--- config.mk ---
export PLATFORM = sky130hd
export DESIGN_NAME = multicycle_main_ctrl_flat
export DESIGN_NICKNAME = d
export VERILOG_FILES = /design/src/rtl/multicycle_main_ctrl_if.sv /design/src/rtl/multicycle_main_ctrl.sv /design/src/flat_wrapper.sv
export SDC_FILE = /design/constraint.sdc
export NUM_CORES = 1
export LEC_CHECK = 0
export CAP_MARGIN = 20
export CORE_MARGIN = 8
export CORE_UTILIZATION = 50
export DETAILED_ROUTE_END_ITERATION = 6
export HOLD_SLACK_MARGIN = 0.05
export PLACE_DENSITY_LB_ADDON = 0.05
export SLEW_MARGIN = 10
export SYNTH_ARGS = -nofsm -noshare
export SYNTH_HDL_FRONTEND = slang
export SYNTH_SLANG_ARGS = --single-unit
--- constraint.sdc ---
create_clock -name clk -period 6.2 [get_ports clk]
set_clock_uncertainty 0.15 [all_clocks]
set_input_delay 0.62 -clock clk [delete_from_list [all_inputs] [get_ports clk]]
set_output_delay 0.62 -clock clk [all_outputs]
set_load 0.05 [all_outputs]
--- src/rtl/multicycle_main_ctrl_if.sv ---
// Control bundle between the multicycle main FSM (master) and the shared datapath (slave).
// The master modport drives the control word and samples the status inputs.
interface multicycle_main_ctrl_if #(
   parameter int CNT_W = 32
);
   logic [6:0]       opcode;
   logic             funct3_0;
   logic             zero;
   logic             mem_ready;
   logic             mem_req;
   logic             adr_src;
   logic             mem_write;
   logic             ir_write;
   logic [1:0]       result_src;
   logic [1:0]       alu_src_a;
   logic [1:0]       alu_src_b;
   logic [1:0]       alu_op;
   logic             reg_write;
   logic             pc_write;
   logic             illegal;
   logic [CNT_W-1:0] instret;
   logic [3:0]       state_dbg;

   modport master (
      input  opcode, funct3_0, zero, mem_ready,
      output mem_req, adr_src, mem_write, ir_write, result_src, alu_src_a,
             alu_src_b, alu_op, reg_write, pc_write, illegal, instret, state_dbg
   );

   modport slave (
      output opcode, funct3_0, zero, mem_ready,
      input  mem_req, adr_src, mem_write, ir_write, result_src, alu_src_a,
             alu_src_b, alu_op, reg_write, pc_write, illegal, instret, state_dbg
   );
endinterface

--- src/rtl/multicycle_main_ctrl.sv ---
// Main control FSM of the multicycle RISC-V core: sequences fetch/decode/execute/memory/
// writeback over the shared datapath, waits on memory, counts retirements, traps on bad opcodes.
module multicycle_main_ctrl #(
   parameter int CNT_W = 32,
   parameter int OP_W  = 7
) (
   input logic                  clk,
   input logic                  reset,
   multicycle_main_ctrl_if.master bus
);

   typedef enum logic [3:0] {
      FETCH    = 4'd0,
      DECODE   = 4'd1,
      MEMADR   = 4'd2,
      MEMREAD  = 4'd3,
      MEMWB    = 4'd4,
      MEMWRITE = 4'd5,
      EXECR    = 4'd6,
      EXECI    = 4'd7,
      ALUWB    = 4'd8,
      BRANCH   = 4'd9,
      JAL      = 4'd10,
      TRAP     = 4'd11
   } state_t;

   localparam logic [OP_W-1:0] OP_LW  = 7'b0000011;
   localparam logic [OP_W-1:0] OP_SW  = 7'b0100011;
   localparam logic [OP_W-1:0] OP_R   = 7'b0110011;
   localparam logic [OP_W-1:0] OP_I   = 7'b0010011;
   localparam logic [OP_W-1:0] OP_BR  = 7'b1100011;
   localparam logic [OP_W-1:0] OP_JAL = 7'b1101111;

   state_t           state_q, state_n;
   logic [CNT_W-1:0] instret_q;
   logic             illegal_q;
   logic             retire;
   logic [OP_W-1:0]  op;

   logic       c_mem_req, c_adr_src, c_mem_write, c_ir_write, c_reg_write, c_pc_write;
   logic [1:0] c_result_src, c_alu_src_a, c_alu_src_b, c_alu_op;

   assign op = bus.opcode;

   always_ff @(posedge clk or posedge reset) begin
      if (reset) begin
         state_q   <= FETCH;
         instret_q <= '0;
         illegal_q <= 1'b0;
      end else begin
         state_q <= state_n;
         if (retire) instret_q <= instret_q + {{(CNT_W-1){1'b0}}, 1'b1};
         if (state_n == TRAP) illegal_q <= 1'b1;
      end
   end

   always_comb begin
      state_n      = state_q;
      retire       = 1'b0;
      c_mem_req    = 1'b0;
      c_adr_src    = 1'b0;
      c_mem_write  = 1'b0;
      c_ir_write   = 1'b0;
      c_reg_write  = 1'b0;
      c_pc_write   = 1'b0;
      c_result_src = 2'b00;
      c_alu_src_a  = 2'b00;
      c_alu_src_b  = 2'b00;
      c_alu_op     = 2'b00;
      case (state_q)
         FETCH: begin
            // PC+4 is computed every fetch cycle; only the ready cycle commits it
            c_mem_req    = 1'b1;
            c_alu_src_b  = 2'b10;
            c_result_src = 2'b10;
            c_ir_write   = bus.mem_ready;
            c_pc_write   = bus.mem_ready;
            if (bus.mem_ready) state_n = DECODE;
         end
         DECODE: begin
            c_alu_src_a = 2'b01;
            c_alu_src_b = 2'b01;
            case (op)
               OP_LW, OP_SW: state_n = MEMADR;
               OP_R:         state_n = EXECR;
               OP_I:         state_n = EXECI;
               OP_BR:        state_n = BRANCH;
               OP_JAL:       state_n = JAL;
               default:      state_n = TRAP;
            endcase
         end
         MEMADR: begin
            c_alu_src_a = 2'b10;
            c_alu_src_b = 2'b01;
            state_n     = op[5] ? MEMWRITE : MEMREAD;
         end
         MEMREAD: begin
            c_mem_req = 1'b1;
            c_adr_src = 1'b1;
            if (bus.mem_ready) state_n = MEMWB;
         end
         MEMWB: begin
            c_result_src = 2'b01;
            c_reg_write  = 1'b1;
            state_n      = FETCH;
            retire       = 1'b1;
         end
         MEMWRITE: begin
            c_mem_req   = 1'b1;
            c_adr_src   = 1'b1;
            c_mem_write = 1'b1;
            if (bus.mem_ready) begin
               state_n = FETCH;
               retire  = 1'b1;
            end
         end
         EXECR: begin
            c_alu_src_a = 2'b10;
            c_alu_op    = 2'b10;
            state_n     = ALUWB;
         end
         EXECI: begin
            c_alu_src_a = 2'b10;
            c_alu_src_b = 2'b01;
            c_alu_op    = 2'b10;
            state_n     = ALUWB;
         end
         ALUWB: begin
            c_reg_write = 1'b1;
            state_n     = FETCH;
            retire      = 1'b1;
         end
         BRANCH: begin
            // instr[12] flips the sense of the zero flag: beq takes on zero, bne on non-zero
            c_alu_src_a = 2'b10;
            c_alu_op    = 2'b01;
            c_pc_write  = bus.zero ^ bus.funct3_0;
            state_n     = FETCH;
            retire      = 1'b1;
         end
         JAL: begin
            c_alu_src_a = 2'b01;
            c_alu_src_b = 2'b10;
            c_pc_write  = 1'b1;
            state_n     = ALUWB;
         end
         TRAP:    state_n = TRAP;
         default: state_n = FETCH;
      endcase
   end

   // Reset masks the control word combinationally so no strobe survives the reset edge
   assign bus.mem_req    = c_mem_req   & ~reset;
   assign bus.adr_src    = c_adr_src   & ~reset;
   assign bus.mem_write  = c_mem_write & ~reset;
   assign bus.ir_write   = c_ir_write  & ~reset;
   assign bus.reg_write  = c_reg_write & ~reset;
   assign bus.pc_write   = c_pc_write  & ~reset;
   assign bus.result_src = reset ? 2'b00 : c_result_src;
   assign bus.alu_src_a  = reset ? 2'b00 : c_alu_src_a;
   assign bus.alu_src_b  = reset ? 2'b00 : c_alu_src_b;
   assign bus.alu_op     = reset ? 2'b00 : c_alu_op;
   assign bus.illegal    = illegal_q;
   assign bus.instret    = instret_q;
   assign bus.state_dbg  = state_q;

endmodule

--- src/flat_wrapper.sv ---
// flat-port wrapper written by rule: the top's interface ports become plain ports
module multicycle_main_ctrl_flat 
#(
   parameter int CNT_W = 32,
   parameter int OP_W  = 7
)
  (clk, reset, bus_opcode, bus_funct3_0, bus_zero, bus_mem_ready, bus_mem_req, bus_adr_src, bus_mem_write, bus_ir_write, bus_result_src, bus_alu_src_a, bus_alu_src_b, bus_alu_op, bus_reg_write, bus_pc_write, bus_illegal, bus_instret, bus_state_dbg);
  multicycle_main_ctrl_if #(.CNT_W(CNT_W)) bus_i ();
  input logic clk;
  input logic reset;
  input wire logic [$bits(bus_i.opcode)-1:0] bus_opcode;
  input wire logic [$bits(bus_i.funct3_0)-1:0] bus_funct3_0;
  input wire logic [$bits(bus_i.zero)-1:0] bus_zero;
  input wire logic [$bits(bus_i.mem_ready)-1:0] bus_mem_ready;
  output wire logic [$bits(bus_i.mem_req)-1:0] bus_mem_req;
  output wire logic [$bits(bus_i.adr_src)-1:0] bus_adr_src;
  output wire logic [$bits(bus_i.mem_write)-1:0] bus_mem_write;
  output wire logic [$bits(bus_i.ir_write)-1:0] bus_ir_write;
  output wire logic [$bits(bus_i.result_src)-1:0] bus_result_src;
  output wire logic [$bits(bus_i.alu_src_a)-1:0] bus_alu_src_a;
  output wire logic [$bits(bus_i.alu_src_b)-1:0] bus_alu_src_b;
  output wire logic [$bits(bus_i.alu_op)-1:0] bus_alu_op;
  output wire logic [$bits(bus_i.reg_write)-1:0] bus_reg_write;
  output wire logic [$bits(bus_i.pc_write)-1:0] bus_pc_write;
  output wire logic [$bits(bus_i.illegal)-1:0] bus_illegal;
  output wire logic [$bits(bus_i.instret)-1:0] bus_instret;
  output wire logic [$bits(bus_i.state_dbg)-1:0] bus_state_dbg;
  assign bus_i.opcode = bus_opcode;
  assign bus_i.funct3_0 = bus_funct3_0;
  assign bus_i.zero = bus_zero;
  assign bus_i.mem_ready = bus_mem_ready;
  assign bus_mem_req = bus_i.mem_req;
  assign bus_adr_src = bus_i.adr_src;
  assign bus_mem_write = bus_i.mem_write;
  assign bus_ir_write = bus_i.ir_write;
  assign bus_result_src = bus_i.result_src;
  assign bus_alu_src_a = bus_i.alu_src_a;
  assign bus_alu_src_b = bus_i.alu_src_b;
  assign bus_alu_op = bus_i.alu_op;
  assign bus_reg_write = bus_i.reg_write;
  assign bus_pc_write = bus_i.pc_write;
  assign bus_illegal = bus_i.illegal;
  assign bus_instret = bus_i.instret;
  assign bus_state_dbg = bus_i.state_dbg;
  multicycle_main_ctrl #(.CNT_W(CNT_W), .OP_W(OP_W)) u_core (.clk(clk), .reset(reset), .bus(bus_i));
endmodule
==> flow_summary.ini <==
[synth]
synth_top_area_share_pct = 46.1
synth_ff_type = dfrtp_1
synth_top_family_by_area = simple AND/OR/NAND/NOR gates
async_flop_share_pct = 100
synth_edf_count = 0
avgSynthCellArea_um2 = 9.66
netlist_instances = 208
yosys.area.top_type = dfrtp_1
ys_warn_count = 0
syn_nets = 221
synth-xor-area-share_pct = 13.9
yosysUniqueCellTypes = 41
syn-cell-area_um2 = 2010
yosysSeqAreaShare_pct = 46.1
synthAdderAreaFrac_pct = 0.623
synth_compound_gate_area_share_pct = 6.66
synthMuxAreaShare_pct = 1.06
synth_seq_cells = 37
synth_area_leaders = dfrtp_1 (46%), xnor2_1 (7.0%), xor2_1 (7.0%)
yosys.area_share.simple_pct = 28.1

[timing]
slew_violations = 0
period_minus_slack_ps = 3530
finalHoldViolations = 0
grt_setup_unrepaired = false
setup_tns_ps = 0
fin_crit_sh_pct = 56.9
max_slew_margin_pct = 41.2
setup_violations = 0
timing.fmax_ghz = 0.283
tightest_slew_ps = 875

[placement]
hpwl_um = 3550
place_area_um2 = 2660
io_buffer_count = 62
place_congestion = 0.781

[critical_path]
regToRegStartpoint = u_core.bus.state_dbg[2]
r2r_slack_ps = 3790
critical_path_arrival_ps = 2760
reg2regPathDepth = 5
crit_required_ps = 5430
cp-startpoint = reset
crit_fanout = 9
end_kind = output port
cp-start-kind = input port
worstSetupPathType = input port to output port

[min_path]
hp-class = flop to flop
worstHoldStart = u_core.bus.instret[31]
whs_path_depth = 1

[detailed_routing]
vias = 1710
wl_um = 4760
ant_nets = 0
post_drt_wl_per_cell_um = 14.8
drc = 0
drt_iter0_markers = 52
vias_per_cell = 5.31
drt_first_pass_iters = 4

[clocking]
htreeDepth = 2
postCtsSetupRepairBufs = 0
cts_buffers = 5
worstSkewPairLatency_ps = 300
clkTransAtPathRegs_ps = 80
cts_tree = yes
cts-resized-gates = 0
clockRootBuffer = clkbuf_8
clock_sinks = 37
cts_buffer_depth = 2
hold_buffers = 0

[outcome]
status = finished, final reports clean

[die]
initial_utilization_pct = 51.0
die_area_um2 = 6300
coreArea_um2 = 3940
pin_count = 63
num_rows = 23
die_y_um = 79.4
die_x_um = 79.4

[layout]
antenna_cells_inserted = 0
drive_above_1_share_pct = 6.62
final_area_um2 = 2770
area_delta_synth_final_pct = 37.9
final_cell_mix = clkdlybuf4s50_1 (62), dfrtp_1 (37), nor2_1 (19)
fin_nets = 284
final_common_cell = clkdlybuf4s50_1

[grt]
grt_pass1_wl_um = 7880
grt_max_degree = 38
grt_usage_pct = 15.4
grt_use_met3_pct = 4.73
antenna_found_initial = 0
grt_pass1_vias = 1700
met2_usage_pct = 26.9
use_met1_pct = 17.2
grt-busiest-layer = met2
overflow = 0

[power]
power.static_leakage_uw = 0.00108
power.density_nw_per_um2 = 380
report.power.total_uw = 1050
ir_worst_vdd_mv = 0.320

[job]
drv_cap = 0
[area by class of cell]
cell class              instances  area [µm²]
multi-input cells             156        1010
inverters                       8        30.0
repair buffers                 63         628
well taps                      50        62.6
clock buffers                   5        68.8
flip-flops and latches         37         926
clock inverters                 3        43.8
fillers                       332        1170
[worst max-delay path, stage by stage]
cell and delay, ps:
clkdlybuf4s50_1 540, nor2_1 220, nor4b_1 400, and2_1 180
clkdlybuf4s50_1 800
[cells in the mapped netlist, types with 4 or more instances]
library cell and n:
clkbuf_1 4, inv_1 8, xor2_1 16, nand3_1 17, nor4_1 6, xnor2_1 16, nand2_1 14, nor3_1 8
nand4_1 6, dfrtp_1 37, nor2_1 19, a21oi_1 5, nand2b_1 5, and3_1 9
[power breakdown]
group / leakage [µW] / internal [µW] / switching, µW / total, µW
clock network: 0.0000585 / 121 / 92.2 / 213
logic: 0.000586 / 179 / 320 / 499
registers: 0.000440 / 271 / 72.1 / 343
[sequential cells by signal (all words and copies together), names as in the netlist]
register              flops
u_core.bus.illegal        1
u_core.bus.state_dbg      4
u_core.bus.instret       32
[routing by layer]
metal,routed length (µm),vias to the layer above,share of wire (%)
li1,-,861,-
met2,2260,39,47
met3,269,7,5.7
met4,65,0,1.4
met5,0,-,0
met1,2160,803,45
[path summary, 6_finish.rpt]
check | endpoint
max reg2reg | u_core.bus.instret[28]
min reg2reg | u_core.bus.instret[31]
max in group asynchronous | u_core.bus.state_dbg[2]
min in group asynchronous | u_core.bus.state_dbg[1]
max | bus_ir_write
min | u_core.bus.instret[31]
[per-stage QoR]
stage	hold slack [ps]	worst slack, ps	instances	utilization, %
finish	322	2670	322	70.3
global route	335	2570	322	70.3
CTS	326	2670	322	70.3
detailed placement	312	2670	314	67.4
global placement	308	2690	314	67.4
floorplan	629	1920	208	-
[cell families (layout without fill, tap and decap cells)]
kind of cell               after synthesis  count (layout)
adders and majority gates                1               1
AOI/OAI and AO/OA                       19              19
and+or+nand+nor                        102             102
buffers and inverters                   15              79
DFF                                     37              37
xor gates and xnor gates                32              32
muxes                                    2               2
Power figures use the tool's default switching activity.
